## config.mk

```make
export PLATFORM = sky130hd
export DESIGN_NAME = req_encoder32_5
export DESIGN_NICKNAME = d
export VERILOG_FILES = /design/src/rtl/req_enc_pkg.sv /design/src/rtl/find_first32.sv /design/src/rtl/req_encoder32_5.sv
export SDC_FILE = /design/constraint.sdc
export NUM_CORES = 1
export LEC_CHECK = 0
export CORE_MARGIN = 5
export CORE_UTILIZATION = 45
export DETAILED_ROUTE_END_ITERATION = 12
export PLACE_DENSITY = 0.77
export SLEW_MARGIN = 20
export SYNTH_ARGS = -nofsm -noshare
export SYNTH_HDL_FRONTEND = slang
export SYNTH_HIERARCHICAL = 1
export SYNTH_SLANG_ARGS = --single-unit
```

## constraint.sdc

```tcl
create_clock -name clk -period 9 [get_ports clk]
set_input_delay 1.8 -clock clk [delete_from_list [all_inputs] [get_ports clk]]
set_output_delay 1.8 -clock clk [all_outputs]
set_load 0.02 [all_outputs]
```

## src/rtl/req_enc_pkg.sv

```systemverilog
// Shared constants and FSM encoding for the 32-source request encoder.
package req_enc_pkg;

  localparam int unsigned N_REQ = 32;
  localparam int unsigned IDX_W = 5;
  localparam logic [N_REQ-1:0] ALL_IDLE_N = 32'hFFFF_FFFF;

  typedef enum logic {
    ST_IDLE = 1'b0,
    ST_HOLD = 1'b1
  } state_e;

endpackage

```

## src/rtl/find_first32.sv

```systemverilog
// Combinational search for the first set bit at or after 'start', wrapping 31 -> 0.
module find_first32
  import req_enc_pkg::*;
(
  input  logic [N_REQ-1:0] vec,
  input  logic [IDX_W-1:0] start,
  output logic [IDX_W-1:0] idx,
  output logic             found
);

  logic [IDX_W-1:0] pos;

  always_comb begin
    found = 1'b0;
    idx   = '0;
    pos   = '0;
    for (int i = 0; i < int'(N_REQ); i++) begin
      // Index arithmetic wraps naturally at IDX_W bits.
      pos = start + IDX_W'(i);
      if (!found && vec[pos]) begin
        found = 1'b1;
        idx   = pos;
      end
    end
  end

endmodule

```

## src/rtl/req_encoder32_5.sv

```systemverilog
// Sticky active-low request collector emitting one 5-bit index per valid/ready handshake.
// Define REQ_ENC_RR_EN for round-robin selection; otherwise lowest index wins.
module req_encoder32_5
  import req_enc_pkg::*;
(
  input  logic             clk,
  input  logic             rst_n,
  input  logic             ena,
  input  logic             flush,
  input  logic [N_REQ-1:0] req_n,
  output logic [IDX_W-1:0] code,
  output logic             code_valid,
  input  logic             code_ready,
  output logic [N_REQ-1:0] pend_n,
  output logic             any_pend
);

  logic [N_REQ-1:0] pending_q, pending_d;
  logic [IDX_W-1:0] code_q, code_d;
  state_e           state_q, state_d;
  logic [IDX_W-1:0] start;
  logic [IDX_W-1:0] sel_idx;
  logic             sel_found;
  logic             grant;

`ifdef REQ_ENC_RR_EN
  logic [IDX_W-1:0] rr_ptr_q;

  assign start = rr_ptr_q;

  always_ff @(posedge clk or negedge rst_n) begin
    if (!rst_n) begin
      rr_ptr_q <= '0;
    end else if (grant) begin
      rr_ptr_q <= sel_idx + IDX_W'(1);
    end
  end
`else
  assign start = '0;
`endif

  // Selection looks only at registered pending, never at this edge's captures.
  find_first32 u_find (
    .vec   (pending_q),
    .start (start),
    .idx   (sel_idx),
    .found (sel_found)
  );

  always_comb begin
    state_d   = state_q;
    code_d    = code_q;
    pending_d = pending_q;
    grant     = 1'b0;

    if (state_q == ST_IDLE || code_ready) begin
      if (sel_found) begin
        grant              = 1'b1;
        code_d             = sel_idx;
        state_d            = ST_HOLD;
        pending_d[sel_idx] = 1'b0;
      end else begin
        state_d = ST_IDLE;
      end
    end

    // Capture after clear so a simultaneous set of the granted bit wins.
    if (ena) begin
      pending_d = pending_d | ~req_n;
    end

    if (flush) begin
      pending_d = '0;
      state_d   = ST_IDLE;
      code_d    = '0;
      grant     = 1'b0;
    end
  end

  always_ff @(posedge clk or negedge rst_n) begin
    if (!rst_n) begin
      pending_q <= '0;
      code_q    <= '0;
      state_q   <= ST_IDLE;
    end else begin
      pending_q <= pending_d;
      code_q    <= code_d;
      state_q   <= state_d;
    end
  end

  assign code       = code_q;
  assign code_valid = (state_q == ST_HOLD);
  assign pend_n     = ALL_IDLE_N ^ pending_q;
  assign any_pend   = |pending_q;

endmodule
```

Yosys cells after proc, flatten, opt, wreduce, memory -nomap -nowiden:

Index checks and enable logic that the tools add are counted.
Widths: inputs -> output; s select.

* logic and storage cells: 154
* register bits after elaboration: 38
* output and inout port bits: 39

* multiplexer cells: 75
* bitwise logic cells: 6
* $lt $le $gt $ge: 2
* reductions and logical operators: 68

Operators by type and width (number)
* $mux 32: 4
* $not 32->32: 3
* $mux 5: 19
* $mux 1: 37
* $and 32x32->32: 1
* $logic_and 1x1->1: 32
* $mux 4: 8
* $or 32x32->32: 1
* $reduce_or 32->1: 1
* $logic_not 1->1: 31
* $mux 3: 4
* $lt 5x6->1 const B: 1
* $demux 1 s5: 1
* $ge 5x1->1 const B: 1
* $mux 2: 2
* $reduce_bool 2->1: 2
* $reduce_and 2->1: 1
* $logic_or 1x1->1: 1
* $not 1->1: 1

Longest topological paths before layout:

* word-level depth: 105
* mapped depth: 27
* depth with buffers taken out: 17

Cells and area by module:

The synthesis kept the hierarchy.

Modules (own cells, without submodules)
* find_first32: area each 6481.2 um^2, seq. area each 0.0 um^2, cells an instance 762, instances 1
* req_encoder32_5: area each 2115.8 um^2, seq. area each 950.9 um^2, cells an instance 228, instances 1

Least setup slack after synthesis:

OpenSTA, ideal clock, no wires.

* path type: flip-flop to flip-flop
* from: register pending_q[14]
* to: register pending_q[8]
* required time: 8.864 ns
* setup slack: 4.493 ns
* arrival time: 4.371 ns
* period minus slack after synthesis: 4.507 ns
* library setup time: 0.136 ns
* cell stages (with the launch flop): 19
* path buffers: 3
* cell sequence: dfrtp_1 mux4_1 mux4_2 nand2_1 and2_1 buf_4 o2111ai_4 nor4_4 nand4_1 buf_6 or4_4 nor2_1 a211oi_1 a22oi_1 nand3_1 or2_1 clkbuf_1 o41ai_1 a21oi_1

* word-level cells in the longest chain between the ends: 64
* elaborated cells on any way between the ends: 83
* those cells by class: order compare (2); mux (42); bitwise (3); reduce/logical (36)

Ends and longest elaborated chain
* from (decl): RTL line req_encoder32_5.sv:18 `logic [N_REQ-1:0] pending_q, pending_d;`
* from (signal assigned): RTL line req_encoder32_5.sv:86 `pending_q <= pending_d;`
* $logic_and 1x1->1 *: RTL line find_first32.sv:20 `if (!found && vec[pos]) begin`
* $mux 1: RTL line find_first32.sv:20
* $logic_not 1->1: RTL line find_first32.sv:20
* $logic_and 1x1->1: RTL line find_first32.sv:20
* $mux 1: RTL line find_first32.sv:20
* $logic_not 1->1: RTL line find_first32.sv:20
* $logic_and 1x1->1: RTL line find_first32.sv:20
* $mux 1: RTL line find_first32.sv:20
* [45 not listed]
* via sel_idx[1]: RTL line req_encoder32_5.sv:22 `logic [IDX_W-1:0] sel_idx;`
* [4 not listed]
* $not 32->32 (no line) *
* $and 32x32->32 (no line) *
* $mux 32 *: RTL line req_encoder32_5.sv:57 `if (sel_found) begin`
* $mux 32 *: RTL line req_encoder32_5.sv:56 `if (state_q == ST_IDLE || code_ready) begin`
* $or 32x32->32: RTL line req_encoder32_5.sv:69 `pending_d = pending_d | ~req_n;`
* $mux 32 *: RTL line req_encoder32_5.sv:68 `if (ena) begin`
* $mux 32 *: RTL line req_encoder32_5.sv:72 `if (flush) begin`
* via pending_d[8]: RTL line req_encoder32_5.sv:18

The timed path passes the listed nets; every way through them passes the cells marked *.
A chain may end at the register's enable or synchronous reset.

Worst setup path in the final report:

* from: register pending_q[9]
* to: register pending_q[19]

* word-level cells in the longest chain between the ends: 79
* elaborated cells on any way between the ends: 103
* those cells by class: order compare (2); mux (52); bitwise (3); reduce/logical (46)

Ends and longest elaborated chain (RTL line)
* $logic_and 1x1->1 *: find_first32.sv:20
* $mux 1: find_first32.sv:20
* $logic_not 1->1: find_first32.sv:20
* $logic_and 1x1->1: find_first32.sv:20
* $mux 1: find_first32.sv:20
* $logic_not 1->1: find_first32.sv:20
* $logic_and 1x1->1: find_first32.sv:20
* $mux 1: find_first32.sv:20
* [60 not listed]
* via sel_idx[2]: req_encoder32_5.sv:22
* [4 not listed]
* $not 32->32 (no line) *
* $and 32x32->32 (no line) *
* $mux 32 *: req_encoder32_5.sv:57
* $mux 32 *: req_encoder32_5.sv:56
* $or 32x32->32: req_encoder32_5.sv:69
* $mux 32 *: req_encoder32_5.sv:68
* $mux 32 *: req_encoder32_5.sv:72
* via pending_d[19]: req_encoder32_5.sv:18

Marks and branches as above.

==> metrics.cfg <==
[run_status]
status = complete, no violations

[min_path]
holdCritPathClass = flip-flop to flip-flop
hold_end = code[0]
hold_start = code[0]
hold_depth = 2

[timing]
maxSlewViolCount = 0
worst-slew-pin-transition_ps = 993
fin_tns_setup_ps = 0
rsz0062_at_grt = no
fmax_ghz = 0.155
period_minus_slack_ps = 6450
skew_ps = 6.89
finalCritPeriodShare = 0.717
relSlewSlack = 0.333
hold_viol = 0
setup_viol = 0

[placed_design]
hpwlAfterDp_microns = 24600
gp_congestion = 1.06
port_buffers = 75

[routing]
routed_via_density = 7.29
drt_first_pass_iters = 5
wl_per_cell_microns = 26.6
wirelength_microns = 33300
vias = 9132
drc_errors = 0
drtAntennaViolNets = 0
drt_iter0_markers = 1373

[clock_network]
path_clk_slew_ps = 60
cts_setup_buffers = 0
cts_root_buf = clkbuf_16
cts_tree = yes
cts_buffers = 5
cts-resized-gates = 0
cts.hold.buffers_added = 0
clock_latency_ps = 290
htree_num_levels = 2
clock_sinks = 38
clock_path_buffers = 2

[finish]
drive_gt1_frac = 0.157
fin_nets = 1066
finish.utilization = 0.504
syn2layout_area_growth_pct = 10.1
fillers = 1737
ff_latch_area_sq_um = 951
n_antenna_cell = 0
multi_input_area_sq_um = 7070

[worst_setup_path]
cp-end-kind = flip-flop
slowest_delay_ps = 850
r2r-start = pending_q[9]
critical_path.startpoint_type = flip-flop
path_class = flip-flop to flip-flop
cp_cell_sequence = mux4_2 -> mux4_2 -> mux2i_2 -> nand2b_1 -> nor3_2 -> nand4_1 -> nor3b_1 -> a21oi_1 -> o211ai_1 -> o21bai_1 -> nand4_1 -> nand2b_1 -> o41ai_1 -> a21oi_1
r2r_cells = 14
reg2reg_to = pending_q[19]
cp_slowest_cell = nor3b_1
arrival_ps = 6600
worst-path-max-fanout = 20
r2r_slack_ps = 2550
worstPathRequired_ps = 9150

[floorplanning]
coreArea_sq_um = 18800
start_util = 0.458
dieArea_sq_um = 22000
ios = 76
die_w_microns = 148
rows = 50
die_h_microns = 148

[grt]
grt.overflow.total = 0
grt_max_degree = 65
track_usage = 0.292
antenna_found_initial = 0
grt_first_pass_wirelength_microns = 50800
grt_pass1_vias = 8516

[logic_synthesis]
synthCells = 990
avgSynthCellArea_sq_um = 8.68
ys_types = 96
synth_edf_count = 0
ys_ff_latch = 38
synth_ff_type = dfrtp_1
synthArstFlopShare = 1.00
netlist_area_sq_um = 8600
ys_seq_area_frac = 0.111
yosysWarnings = 6

[pwr]
power_w = 0.00158
p_leak_nw = 3.48
p_per_area_nw_per_um2 = 167
peakVddDrop_mv = 0.158

[run]
maxCapViolations = 0

==> how the worst max path moves through the flow <==
stage                  startpoint            end  slack [ps]  cells past startpoint
floorplan           pending_q[14]   pending_q[8]        4490                     18
global placement     pending_q[9]  pending_q[11]        2960                     14
detailed placement   pending_q[9]  pending_q[23]        2810                     14
CTS                  pending_q[9]  pending_q[19]        2790                     14
global route         pending_q[9]  pending_q[19]        2060                     14
finish               pending_q[9]  pending_q[19]        2550                     14
==> where the power goes <==
| part | internal [W] | total (W) | switching (W) |
|---|---|---|---|
| clock network | 0.000166 | 0.000238 | 0.0000720 |
| registers | 0.000190 | 0.000231 | 0.0000418 |
| logic | 0.000398 | 0.00111 | 0.000711 |
| total | 0.000754 | 0.00158 | 0.000825 |
==> logic make-up after synthesis <==
| group | Yosys count | share of synthesized area |
|---|---|---|
| AOI/OAI and AO/OA | 283 | 0.234 |
| xor gates and xnor gates | 29 | 0.0330 |
| adders and majority gates | 12 | 0.0175 |
| buffers and inverters | 123 | 0.0734 |
| DFF | 38 | 0.111 |
| muxes | 170 | 0.325 |
| other | 1 | 0.000436 |
| and+or+nand+nor | 334 | 0.206 |
==> sequential cells by signal (all words and copies together), names as in the netlist <==
| signal | cells |
|---|---|
| code | 5 |
| code_valid | 1 |
| pending_q | 32 |
==> final cells by class <==
cell class                      count  share of cell area
Clock buffer                        6              0.0147
Clock inverter                      2             0.00634
Inverter                           51              0.0202
Multi-Input combinational cell    843               0.747
Sequential cell                    38               0.100
Tap cell                          234              0.0309
Timing Repair Buffer               78              0.0806
==> per-layer routing <==
| layer | up-vias | track usage | wire, microns |
|---|---|---|---|
| met1 | 4370 | 0.400 | 12900 |
| li1 | 3925 | - | - |
| met4 | 0 | 0.159 | 2060 |
| met5 | - | 0 | 0 |
| met3 | 125 | 0.0335 | 3380 |
| met2 | 712 | 0.454 | 14900 |
==> cells in the final DEF (no fill, tap or decap), types with 12 or more instances in the layout <==
cell,Yosys,routed
o21ai_0,44,44
nand2_1,77,77
nor4_1,17,17
mux2i_1,58,58
clkdlybuf4s50_1,0,73
xnor2_1,18,18
o41ai_1,29,29
nor3_1,16,16
dfrtp_1,38,38
conb_1,1,15
ha_1,12,12
o211ai_1,14,14
nor2_1,62,62
nand3_1,37,37
nand4_1,14,14
a21oi_1,77,77
nand2b_1,47,47
mux2_2,23,23
inv_1,47,47
mux4_2,78,78
==> synthesized netlist by cell type, types with 16 or more instances <==
| cell | n | area, sq um |
|---|---|---|
| a21oi_1 | 77 | 385 |
| buf_2 | 16 | 80.1 |
| clkbuf_1 | 34 | 128 |
| dfrtp_1 | 38 | 951 |
| inv_1 | 47 | 176 |
| mux2_2 | 23 | 259 |
| mux2i_1 | 58 | 581 |
| mux4_2 | 78 | 1760 |
| nand2_1 | 77 | 289 |
| nand2b_1 | 47 | 294 |
| nand3_1 | 37 | 185 |
| nor2_1 | 62 | 233 |
| nor3_1 | 16 | 80.1 |
| nor4_1 | 17 | 106 |
| o21ai_0 | 44 | 220 |
| o41ai_1 | 29 | 254 |
| xnor2_1 | 18 | 158 |
==> through the flow <==
stage                     setup WS (ps)  cell area (sq um)  instances  hold slack (ps)
after floorplan                    4490               8650       1004              595
final                              2550               9470       1252              545
after global routing               2060               9470       1252              575
after detailed placement           2810               9270       1244              540
after global placement             2960               9270       1244              536
after CTS                          2790               9470       1252              548
==> critical path, delay by kind of cell (launching register included) <==
kind / cells / cell delay [ps]
simple gates: 6 / 3330
flops: 1 / 480
mux: 3 / 1540
compound gates: 5 / 940
Note: power is estimated with default switching activity, not from simulation.
